## src/rtl/pass_lock_ctrl.sv

```systemverilog
// Keypad lock session controller: password check, failure counting, timed lockout, digit routing.
// Optional idle auto-close in OPEN is built when PLC_TIMEOUT_EN is defined.
module pass_lock_ctrl #(
    parameter int                    PASS_LEN       = 4,
    parameter logic [4*PASS_LEN-1:0] PASSWORD       = 16'h3A5C,
    parameter int                    MAX_FAIL       = 3,
    parameter int                    LOCK_CYCLES    = 16,
    parameter int                    DATA_LEN       = 4,
    parameter int                    TIMEOUT_CYCLES = 32
) (
    input  logic                            clk,
    input  logic                            rst,
    input  logic                            confirm,
    input  logic                            logout,
    input  logic [3:0]                      pass_data,
    output logic                            en_left,
    output logic                            en_right,
    output logic [3:0]                      dout,
    output logic                            unlocked,
    output logic                            locked,
    output logic [$clog2(MAX_FAIL+1)-1:0]   fail_cnt,
    output logic [2:0]                      state
);

    localparam int IDX_W  = (PASS_LEN > 1) ? $clog2(PASS_LEN) : 1;
    localparam int FAIL_W = $clog2(MAX_FAIL + 1);
    localparam int LOCK_W = $clog2(LOCK_CYCLES + 1);
    localparam int DATA_W = $clog2(DATA_LEN + 1);

    typedef enum logic [2:0] {
        ST_IDLE  = 3'd0,
        ST_CHECK = 3'd1,
        ST_FAIL  = 3'd2,
        ST_LOCK  = 3'd3,
        ST_OPEN  = 3'd4,
        ST_DONE  = 3'd5
    } state_t;

    generate
        if (MAX_FAIL < 1 || TIMEOUT_CYCLES < 1 || PASS_LEN < 1 ||
            LOCK_CYCLES < 1 || DATA_LEN < 1) begin : g_bad_params
            $error("pass_lock_ctrl: invalid parameter set");
        end
    endgenerate

    function automatic logic [3:0] digit_at(input logic [IDX_W-1:0] i);
        return PASSWORD[4*i +: 4];
    endfunction

    state_t              state_r, state_s;
    logic                confirm_q_r;
    logic                cpulse_s;
    logic [IDX_W-1:0]    idx_r, idx_s;
    logic                mismatch_r, mismatch_s;
    logic [FAIL_W-1:0]   fail_r, fail_s;
    logic [LOCK_W-1:0]   lock_r, lock_s;
    logic [DATA_W-1:0]   data_r, data_s;
    logic                en_left_r, en_left_s;
    logic                en_right_r, en_right_s;
    logic [3:0]          dout_r, dout_s;
    logic                unlocked_r, locked_r;
`ifdef PLC_TIMEOUT_EN
    localparam int IDLE_W = $clog2(TIMEOUT_CYCLES + 1);
    logic [IDLE_W-1:0]   idle_r, idle_s;
`endif

    assign cpulse_s = confirm & ~confirm_q_r;

    // Next-state, counter and strobe decode.
    always_comb begin
        state_s    = state_r;
        idx_s      = idx_r;
        mismatch_s = mismatch_r;
        fail_s     = fail_r;
        lock_s     = lock_r;
        data_s     = data_r;
        en_left_s  = 1'b0;
        en_right_s = 1'b0;
        dout_s     = dout_r;
`ifdef PLC_TIMEOUT_EN
        idle_s     = {IDLE_W{1'b0}};
`endif
        case (state_r)
            ST_IDLE: begin
                state_s = ST_CHECK;
            end
            ST_CHECK: begin
                if (cpulse_s) begin
                    // Evaluate only after the full digit count so timing leaks nothing.
                    if (idx_r == IDX_W'(PASS_LEN - 1)) begin
                        idx_s      = {IDX_W{1'b0}};
                        mismatch_s = 1'b0;
                        if (mismatch_r || (pass_data != digit_at(idx_r))) begin
                            state_s = ST_FAIL;
                        end else begin
                            state_s = ST_OPEN;
                            fail_s  = {FAIL_W{1'b0}};
                        end
                    end else begin
                        idx_s      = idx_r + 1'b1;
                        mismatch_s = mismatch_r | (pass_data != digit_at(idx_r));
                    end
                end else begin
                    state_s = ST_CHECK;
                end
            end
            ST_FAIL: begin
                if (fail_r != FAIL_W'(MAX_FAIL)) begin
                    fail_s = fail_r + 1'b1;
                end else begin
                    fail_s = fail_r;
                end
                if (fail_s == FAIL_W'(MAX_FAIL)) begin
                    state_s = ST_LOCK;
                    lock_s  = {LOCK_W{1'b0}};
                end else begin
                    state_s = ST_CHECK;
                end
            end
            ST_LOCK: begin
                if (lock_r == LOCK_W'(LOCK_CYCLES - 1)) begin
                    state_s = ST_CHECK;
                    fail_s  = {FAIL_W{1'b0}};
                    lock_s  = {LOCK_W{1'b0}};
                end else begin
                    lock_s  = lock_r + 1'b1;
                end
            end
            ST_OPEN: begin
                if (cpulse_s) begin
                    dout_s     = pass_data;
                    en_left_s  = pass_data[0];
                    en_right_s = ~pass_data[0];
                    data_s     = data_r + 1'b1;
                    if ((data_r == DATA_W'(DATA_LEN - 1)) || logout) begin
                        state_s = ST_DONE;
                    end else begin
                        state_s = ST_OPEN;
                    end
                end else if (logout) begin
                    state_s = ST_DONE;
                end else begin
`ifdef PLC_TIMEOUT_EN
                    if (idle_r == IDLE_W'(TIMEOUT_CYCLES - 1)) begin
                        state_s = ST_DONE;
                    end else begin
                        idle_s  = idle_r + 1'b1;
                    end
`else
                    state_s = ST_OPEN;
`endif
                end
            end
            ST_DONE: begin
                data_s  = {DATA_W{1'b0}};
                state_s = ST_CHECK;
            end
            default: begin
                state_s    = ST_IDLE;
                idx_s      = {IDX_W{1'b0}};
                mismatch_s = 1'b0;
            end
        endcase
    end

    // Control state, counters and confirm edge history.
    always_ff @(posedge clk or negedge rst) begin
        if (!rst) begin
            state_r     <= ST_IDLE;
            confirm_q_r <= 1'b0;
            idx_r       <= {IDX_W{1'b0}};
            mismatch_r  <= 1'b0;
            fail_r      <= {FAIL_W{1'b0}};
            lock_r      <= {LOCK_W{1'b0}};
            data_r      <= {DATA_W{1'b0}};
        end else begin
            state_r     <= state_s;
            confirm_q_r <= confirm;
            idx_r       <= idx_s;
            mismatch_r  <= mismatch_s;
            fail_r      <= fail_s;
            lock_r      <= lock_s;
            data_r      <= data_s;
        end
    end

`ifdef PLC_TIMEOUT_EN
    // Idle counter for OPEN auto-close; held at zero outside OPEN.
    always_ff @(posedge clk or negedge rst) begin
        if (!rst) begin
            idle_r <= {IDLE_W{1'b0}};
        end else begin
            idle_r <= idle_s;
        end
    end
`endif

    // Registered outputs, decoded from the next state so they align with state.
    always_ff @(posedge clk or negedge rst) begin
        if (!rst) begin
            en_left_r  <= 1'b0;
            en_right_r <= 1'b0;
            dout_r     <= 4'h0;
            unlocked_r <= 1'b0;
            locked_r   <= 1'b0;
        end else begin
            en_left_r  <= en_left_s;
            en_right_r <= en_right_s;
            dout_r     <= dout_s;
            unlocked_r <= (state_s == ST_OPEN);
            locked_r   <= (state_s == ST_LOCK);
        end
    end

    assign en_left  = en_left_r;
    assign en_right = en_right_r;
    assign dout     = dout_r;
    assign unlocked = unlocked_r;
    assign locked   = locked_r;
    assign fail_cnt = fail_r;
    assign state    = state_r;

endmodule

```

## config.mk

```make
export PLATFORM = sky130hd
export DESIGN_NAME = pass_lock_ctrl
export DESIGN_NICKNAME = d
export VERILOG_FILES = /design/src/rtl/pass_lock_ctrl.sv
export SDC_FILE = /design/constraint.sdc
export NUM_CORES = 1
export LEC_CHECK = 0
export BUFFER_PORTS_ARGS = -buffer_cell sky130_fd_sc_hd__buf_2
export CAP_MARGIN = 40
export CORE_MARGIN = 4
export CORE_UTILIZATION = 44
export CTS_BUF_LIST = sky130_fd_sc_hd__clkbuf_2
export CTS_CLUSTER_SIZE = 30
export DETAILED_ROUTE_END_ITERATION = 10
export SETUP_SLACK_MARGIN = 0.5
export SYNTH_ARGS = -nofsm -noshare
export SYNTH_HDL_FRONTEND = slang
export SYNTH_SLANG_ARGS = --single-unit
```

## constraint.sdc

```tcl
create_clock -name clk -period 5.05 [get_ports clk]
set_clock_uncertainty 0.2 [all_clocks]
set_input_delay 0.7575 -clock clk [delete_from_list [all_inputs] [get_ports clk]]
set_output_delay 0.7575 -clock clk [all_outputs]
set_load 0.05 [all_outputs]
```

==> results.toml, run 1 <==
[synth]
syn_inst = 119
ys_warn_count = 0
synth_compound_area_share_pct = 17.13
synth_edf_count = 0
synthMuxAreaShare_pct = 3.507
synth_area_leader_cell = "dfrtp_1"
synth_xor_area_share_pct = 1.403
synth_fa_ha_area_share_pct = 6.012
synthArstFlopShare_pct = 100.0
ys_seq_area_share_pct = 50.10
synthTopCellsByArea = "dfrtp_1, ha_1, a22o_1"
synth_top_family_by_area = "simple AND/OR/NAND/NOR gates"
yosys.area.top_type_share_pct = 50.10
ys_ff_latch = 25
synth-simple-area-share_pct = 18.24
avgSynthCellArea_um2 = 10.49
synthFlopType = "dfrtp_1"
netlist_area_um2 = 1249
syn_nets = 133
synthDistinctLibCells = 37

[critical_path]
crit_family = "flip-flops"
setup.worst_path.start = "state[1]"
slowest_stage = "dfrtp_1"
start_kind = "flop"
crit_path_cell_trace = "buf_2"
max_stage_delay_ns = 0.62
r2r-start = "idx_r[0]"
worstPathArrival_ns = 1.31
worstPathMaxFanout = 13
crit_type = "reg -> out"
cp.required_ns = 4.09
worst-path-buf-inv = 1
cp-end-kind = "output pin"

[floorplan]
dieArea_um2 = 3754
num_rows = 19
start_util_pct = 45.68
coreArea_um2 = 2734
die_h_um = 61.27
ios = 21
dieWidth_um = 61.27

[global_routing]
track_usage_pct = 15.68
overflow = 0
grt_max_degree = 26
grt_pass1_wl_um = 4360
grt_pass1_vias = 945
antenna_found_initial = 0

[layout]
utilization_pct = 50.66
multi_input_area_um2 = 578.1
areaGrowthSynthToFinish_pct = 10.92
nFillCells = 260
final_layout_size_suffix_gt1_share_pct = 21.58
nNetsFinal = 154
antennaDiodeCount = 0
final_cell_mix = "dfrtp_1, buf_2, nor2_1, nand3_1, nand2_1"
stdcell_area_um2 = 1385
layout.area.seq_um2 = 625.6
layout_commonest_cell = "dfrtp_1"

[job]
drv_cap = 0

[power]
finalPower_mw = 0.6995
combinationalPowerShare_pct = 43.3
p_sw_share_pct = 44.51
pwr-share-seq_pct = 45.5
pwr-share-clk_pct = 11.3
static-leakage-power_nw = 0.6907
p_switching_mw = 0.3114
peakVddDrop_uv = 297.9
p_int_mw = 0.3882
powerDensity_nw_per_um2 = 505.0

[clock_tree]
hold_buffers = 0
cts_max_level = 1
clock_tree.buffer_depth = 2
cts.sinks = 25
cts_resized = 0
numCtsBuffers = 3
post-cts-setup-buffers = 0
root_buffer = "clkbuf_2"
tritoncts = "yes"
clk_latency_ns = 0.35
clkTransAtPathRegs_ns = 0.25

[placement]
globalplace.congestion = 0.7370
io_buffers = 20
dp_hpwl_um = 1820
place_area_um2 = 1365

[drt]
first_pass_iters = 4
drt_iter0_drc = 33
routed_wl_um = 2443
wl_per_cell_um = 14.37
viasPerCell = 5.535
ant_nets = 0
dr_total_vias = 941
drcViolationCount = 0

[sta]
finalCriticalPeriod_ns = 2.263
hold_violations = 0
fin_crit_sh_pct = 44.80
setup_violations = 0
fmax_mhz = 442.0
tightestPinTransition_ns = 0.6848
holdWs_ns = 0.1394
relSlewSlack_pct = 53.92
rsz0062_at_grt = "no"
tns_ns = 0
final_max_slew_viol_count = 0

[status]
status = "finished clean"

[min_path]
hp-class = "in -> async"
[final cells by class]
cell class / count / area share, %
timing repair buffer: 20 / 7.227
multi-input combinational: 84 / 41.73
inverter: 6 / 1.626
clock buffer: 3 / 1.084
clock inverter: 1 / 0.3613
tap: 31 / 2.800
sequential: 25 / 45.17
[per-stage QoR]
stage / instances / setup slack (ns)
5_1_grt: 170 / 2.679
6_report: 170 / 2.787
2_1_floorplan: 119 / 2.920
4_1_cts: 170 / 2.761
3_3_place_gp: 166 / 2.754
3_5_place_dp: 166 / 2.695
[power by group through the flow]
stage          Combinational [mW]  Sequential, mW  Clock (mW)
6_report                    0.303           0.318      0.0789
5_1_grt                     0.342           0.330      0.0931
4_1_cts                     0.306           0.319      0.0833
3_5_place_dp                0.305           0.323           0
3_3_place_gp                0.299           0.319           0
2_1_floorplan               0.189           0.368           0
[per-layer routing]
layer  wire (µm)  vias to the layer above  GRT usage [%]
li1            -                      467              -
met1        1161                      454          21.20
met2        1147                       16          24.92
met3          89                        4          2.516
met4          43                        0          6.502
met5           0                        -              0
[cells by family after synthesis]
kind of cell / count (synthesis)
compound gates: 29
xor+xnor: 2
fa+ha+maj: 6
buf+inv: 10
flops: 25
mux: 4
simple gates: 43
[registers in the layout (all words and copies together) (netlist names), 2 cells and up]
register,count
idx_r,2
dout,4
data_r,3
lock_r,5
fail_cnt,2
state,3
[worst reg2reg max path: cells and delay by family, from the launching register on]
family	cells	cell delay, ns
compound gates	1	0.24
xor+xnor	1	0.13
fa+ha+maj	1	0.20
buf+inv	2	0.18
flops	1	0.50
simple gates	2	0.68
[cell usage after synthesis (2+ instances only)]
master and instances:
a21o_1 3, dfrtp_1 25, o31ai_1 2, buf_4 2, nor2_1 8, nand3_1 8
mux2_2 3, a21oi_1 5, ha_1 6, clkbuf_1 2, nor2b_1 3, nand2_1 8
o21ai_0 5, inv_1 6, nand2b_1 5, nor3_1 3, a22o_1 5
[path summary, 6_finish.rpt]
path / end / slack [ns] / cells after the start
max: state[1] / 2.79 / 1
min: dout[1] / 0.14 / 1
max reg2reg: unlocked / 2.85 / 7
min reg2reg: dout[0] / 0.32 / 1
max in group asynchronous: unlocked / 4.14 / 1
min in group clk: confirm_q_r / 0.31 / 1
Note: power is estimated with default switching activity, not from simulation.
==> run 2: changes to the inputs <==
--- a/config.mk
+++ b/config.mk
@@ -5,6 +5,7 @@
 export SDC_FILE = /design/constraint.sdc
 export NUM_CORES = 1
 export LEC_CHECK = 0
+export ABC_AREA = 1
 export BUFFER_PORTS_ARGS = -buffer_cell sky130_fd_sc_hd__buf_2
 export CAP_MARGIN = 40
 export CORE_MARGIN = 4
==> constraint.sdc (replaced) <==
create_clock -name clk -period 2.16 [get_ports clk]
set_clock_uncertainty 0.2 [all_clocks]
set_input_delay 0.324 -clock clk [delete_from_list [all_inputs] [get_ports clk]]
set_output_delay 0.324 -clock clk [all_outputs]
set_load 0.05 [all_outputs]
==> results.toml, run 2 <==
[sta]
final_max_slew_viol_count = 0
hold_violations = 0
tightestPinTransition_ns = 0.5475
relSlewSlack_pct = 63.50
tns_ns = 0
fmax_mhz = 618.8
rsz0062_at_grt = "yes"
fin_crit_sh_pct = 74.82
finalCriticalPeriod_ns = 1.616
setup_violations = 0

[critical_path]
cp.required_ns = 1.64
max_stage_delay_ns = 0.49
start_kind = "flop"
worstPathArrival_ns = 1.09
crit_path_cell_trace = "clkbuf_4"
crit_family = "flip-flops"
crit_type = "reg -> out"
slowest_stage = "dfrtp_2"
worst-path-buf-inv = 1
cp-end-kind = "output pin"
worstPathMaxFanout = 6

[global_routing]
antenna_found_initial = 0
overflow = 0
grt_pass1_wl_um = 4340
track_usage_pct = 15.38
grt_pass1_vias = 999
grt_max_degree = 26

[layout]
largest_register_ffs = 5
areaGrowthSynthToFinish_pct = 26.46
nFillCells = 260
final_layout_size_suffix_gt1_share_pct = 34.72
antennaDiodeCount = 0
final_cell_mix = "nand2_1, dfrtp_1, inv_1"
layout_commonest_cell = "nand2_1"
nNetsFinal = 208
largest-register = "lock_r"

[floorplan]
ios = 21
dieWidth_um = 61.67
dieArea_um2 = 3803
num_rows = 19
die_h_um = 61.67
start_util_pct = 45.96
coreArea_um2 = 2758

[synth]
synthTopCellsByArea = "dfrtp_1, nand2_1, inv_1"
synth_fa_ha_area_share_pct = 5.923
synthMuxAreaShare_pct = 0
synthFlopType = "dfrtp_1"
ys_ff_latch = 25
yosysMostFrequentCell = "nand2_1"
synthArstFlopShare_pct = 100.0
ys_warn_count = 0
synthDistinctLibCells = 18
synth_compound_area_share_pct = 9.773
synth_edf_count = 0
netlist_area_um2 = 1267
synth-simple-area-share_pct = 26.85
syn_nets = 169
synth_xor_area_share_pct = 0.6910
syn_inst = 155
ys_seq_area_share_pct = 49.36
avgSynthCellArea_um2 = 8.177
synthTopCellsByCount = "nand2_1, dfrtp_1, inv_1, nor2_1, o21ai_0"
synth_top_family_by_area = "simple AND/OR/NAND/NOR gates"
yosys.area.top_type_share_pct = 49.36
synth_area_leader_cell = "dfrtp_1"

[clock_tree]
tritoncts = "yes"
numCtsBuffers = 3
clock_tree.buffer_depth = 2
cts_max_level = 1
clk_latency_ns = 0.34
cts.sinks = 25
root_buffer = "clkbuf_2"
clkTransAtPathRegs_ns = 0.23

[power]
static-leakage-power_nw = 0.8592
peakVddDrop_uv = 713.8
powerDensity_nw_per_um2 = 1016
finalPower_mw = 1.628

[drt]
first_pass_iters = 4
drcViolationCount = 0
routed_wl_um = 2646
wl_per_cell_um = 11.81
dr_total_vias = 1108
ant_nets = 0
viasPerCell = 4.946
drt_iter0_drc = 35

[placement]
dp_hpwl_um = 1889
globalplace.congestion = 0.8074
io_buffers = 20

[job]
drv_cap = 0

[min_path]
hp-class = "in -> reg"

[status]
status = "finished clean"
run 2: changes by cell type after synthesis, moves of 4 or more:
cell      change
nor2_1        +6
a22o_1        -5
inv_2         +4
inv_1        +15
nand2_1      +31
o21ai_0       +6
nand2b_1      -5
nand2_2       +4
run 2: timing repair:
item	in CTS	in global routing
hold buffers	4	0
setup buffers	1	9
cloned	0	0
hold endpoints to repair	29	0
pin swaps	0	8
gates resized for setup	2	21
setup endpoints to repair	2	17
run 2: cell families after synthesis:
| group | after synthesis |
|---|---|
| compound gates | 23 |
| simple gates | 75 |
| buf+inv | 25 |
| flops | 25 |
| xor+xnor | 1 |
| fa+ha+maj | 6 |
run 2: stage by stage:
stage | util, % | worst slack (ns) | hold WS, ns | cells | cell area (µm²)
finish | 58.12 | 0.5440 | 0.03195 | 224 | 1603
floorplan | - | 0.5126 | -0.1716 | 155 | 1270
CTS | 53.68 | 0.5029 | 0.01099 | 215 | 1480
detailed placement | 51.09 | 0.5436 | 0.1515 | 206 | 1409
global route | 58.12 | 0.4371 | 0.01386 | 224 | 1603
global placement | 51.09 | 0.5224 | 0.1489 | 206 | 1409
run 2: per-layer routing:
layer	track usage, %	part of all wire (%)	up-vias
li1	-	-	567
met1	21.52	49	513
met2	24.07	46	22
met3	1.887	3.2	6
met4	6.364	0.79	0
met5	0	0	-
run 2: cell type report:
cell class              count  area, µm²  share of cell area (%)
inverters                  25      93.84                   5.855
multi-input cells         105      596.8                   37.24
repair buffers             34      222.7                   13.90
clock buffers               4      20.02                   1.249
flip-flops and latches     25      630.6                   39.34
well taps                  31      38.79                   2.420
run 2: path summary, 6_finish.rpt:
path / from / endpoint / slack (ns) / cells after the start
hold / removal: pass_data[2] / dout[2] / 0.03 / 3
setup reg to reg: data_r[0] / unlocked / 0.57 / 9
hold reg to reg: dout[1] / dout[1] / 0.30 / 2
setup / recovery: state[1] / state[1] / 0.54 / 1
max in group asynchronous: rst / state[2] / 1.10 / 2
min in group asynchronous: rst / data_r[0] / 0.27 / 2
run 2: where the power goes:
part,switching [mW],leakage (nW),internal (mW),total [mW]
clock,0.137,0.0166,0.0489,0.186
sequential,0.0857,0.325,0.563,0.649
combinational,0.493,0.517,0.300,0.793
==> run 3: changes to the inputs <==
--- a/config.mk
+++ b/config.mk
@@ -13,6 +13,7 @@
 export CTS_BUF_LIST = sky130_fd_sc_hd__clkbuf_2
 export CTS_CLUSTER_SIZE = 30
 export DETAILED_ROUTE_END_ITERATION = 10
+export PLACE_DENSITY = 0.67
 export SETUP_SLACK_MARGIN = 0.5
 export SYNTH_ARGS = -nofsm -noshare
 export SYNTH_HDL_FRONTEND = slang
==> constraint.sdc (replaced) <==
create_clock -name clk -period 1.3 [get_ports clk]
set_clock_uncertainty 0.2 [all_clocks]
set_input_delay 0.195 -clock clk [delete_from_list [all_inputs] [get_ports clk]]
set_output_delay 0.195 -clock clk [all_outputs]
set_load 0.05 [all_outputs]
==> results.toml, run 3 (same netlist as run 2, synthesis figures left out) <==
[job]
drv_cap = 0

[power]
finalPower_mw = 3.276
peakVddDrop_uv = 1669
powerDensity_nw_per_um2 = 1635
static-leakage-power_nw = 0.9616

[floorplan]
die_h_um = 61.67
start_util_pct = 45.96
dieArea_um2 = 3803
ios = 21
num_rows = 19
dieWidth_um = 61.67
coreArea_um2 = 2758

[critical_path]
slowest_stage = "dfrtp_2"
cp.required_ns = 1.38
crit_top_cell = "nor2_4"
cp-end-kind = "flop"
worstPathMaxFanout = 5
r2r-start = "state[1]"
max_stage_delay_ns = 0.50
crit_family = "simple AND/OR/NAND/NOR gates"
start_kind = "flop"
crit_type = "reg -> reg"
worst-path-buf-inv = 2
worstPathArrival_ns = 1.68
crit_path_cell_trace = "buf_6, nor2_4, nand2_2, nor2_4, clkinvlp_4, nand3_2, nand2_1"
setup.worst_path.start = "state[1]"

[clock_tree]
root_buffer = "clkbuf_2"
clock_tree.buffer_depth = 2
clkTransAtPathRegs_ns = 0.25
tritoncts = "yes"
numCtsBuffers = 3
hold_buffers = 1
cts.sinks = 25
clk_latency_ns = 0.34
cts_max_level = 1

[layout]
nNetsFinal = 223
stdcell_area_um2 = 2003
nFillCells = 204
largest-register = "lock_r"
layoutNonFillerInstCount = 239
utilization_pct = 72.64
final_cell_mix = "nand2_1, buf_4, buf_6"
largest_register_ffs = 5
layout_commonest_cell = "nand2_1"
antennaDiodeCount = 0
final_layout_size_suffix_gt1_share_pct = 58.65
areaGrowthSynthToFinish_pct = 58.05

[global_routing]
antenna_found_initial = 0
grt_pass1_vias = 1185
grt_max_degree = 26
overflow = 0
grt_pass1_wl_um = 4988
track_usage_pct = 17.49

[placement]
io_buffers = 20
globalplace.congestion = 0.7734
dp_hpwl_um = 2013
dp.cells = 223
place_area_um2 = 1568

[sta]
worst_slack_ns = -0.3036
hold_violations = 31
final_max_slew_viol_count = 0
fin_crit_sh_pct = 123.4
rsz0062_at_grt = "yes"
relSlewSlack_pct = 61.87
holdWs_ns = -0.4066
fmax_mhz = 623.6
tightestPinTransition_ns = 0.5719
setup_violations = 37
finalCriticalPeriod_ns = 1.604

[drt]
routed_wl_um = 3121
ant_nets = 0
drcViolationCount = 0
dr_total_vias = 1209
first_pass_iters = 5
viasPerCell = 5.059
drt_iter0_drc = 36
wl_per_cell_um = 13.06

[status]
violations = "hold timing, setup timing"
status = "finished, violations left"

[min_path]
hp-class = "in -> async"
[run 3: power by group]
part	switching (mW)	internal, mW
clock	0.245	0.0698
combinational	1.06	0.824
sequential	0.139	0.938
total	1.44	1.83
[run 3: layout make-up]
cell class                      instances  area (µm²)  share of cell area, %
Clock buffer                            3       15.01                 0.7495
Clock inverter                          1       5.005                 0.2498
Inverter                               25       103.9                  5.184
Multi-Input combinational cell        105       774.5                  38.66
Sequential cell                        25       640.6                  31.98
Tap cell                               31       38.79                  1.936
Timing Repair Buffer                   48       417.9                  20.86
Timing Repair inverter                  1       7.507                 0.3748
[run 3: per-stage QoR]
step                      setup slack [ns]  hold WS (ns)  setup TNS, ns
after global placement             -0.2161      0.009984         -1.709
after floorplan                    -0.2068       -0.3006         -2.878
after detailed placement           -0.2486       0.02042         -2.206
after CTS                          -0.2663       -0.4062         -5.571
after global routing               -0.3991       -0.3999         -8.295
final                              -0.3036       -0.4066         -5.620
[run 3: what timing repair did]
action	CTS	global route
endpoints found under the hold margin	32	31
resized for setup	62	25
pin swaps	18	11
cloned	1	0
setup endpoints to repair	37	37
buffers inserted	9	1
[run 3: routing by layer]
| metal | GRT usage (%) | vias to the layer above | routed length (µm) |
|---|---|---|---|
| li1 | - | 599 | - |
| met1 | 22.76 | 579 | 1388 |
| met2 | 30.34 | 23 | 1570 |
| met3 | 1.887 | 8 | 126 |
| met4 | 5.455 | 0 | 36 |
| met5 | 0 | - | 0 |
[run 3: final timing paths]
| check | endpoint | slack, ns | depth (start not counted) |
|---|---|---|---|
| worst max-delay path | data_r[1] | -0.30 | 7 |
| worst min-delay path | confirm_q_r | -0.41 | 1 |
| worst max register to register | data_r[1] | -0.30 | 7 |
| worst min register to register | lock_r[4] | 0.32 | 2 |
| max in group asynchronous | fail_cnt[1] | 0.90 | 1 |
| min in group clk | en_right | -0.21 | 2 |
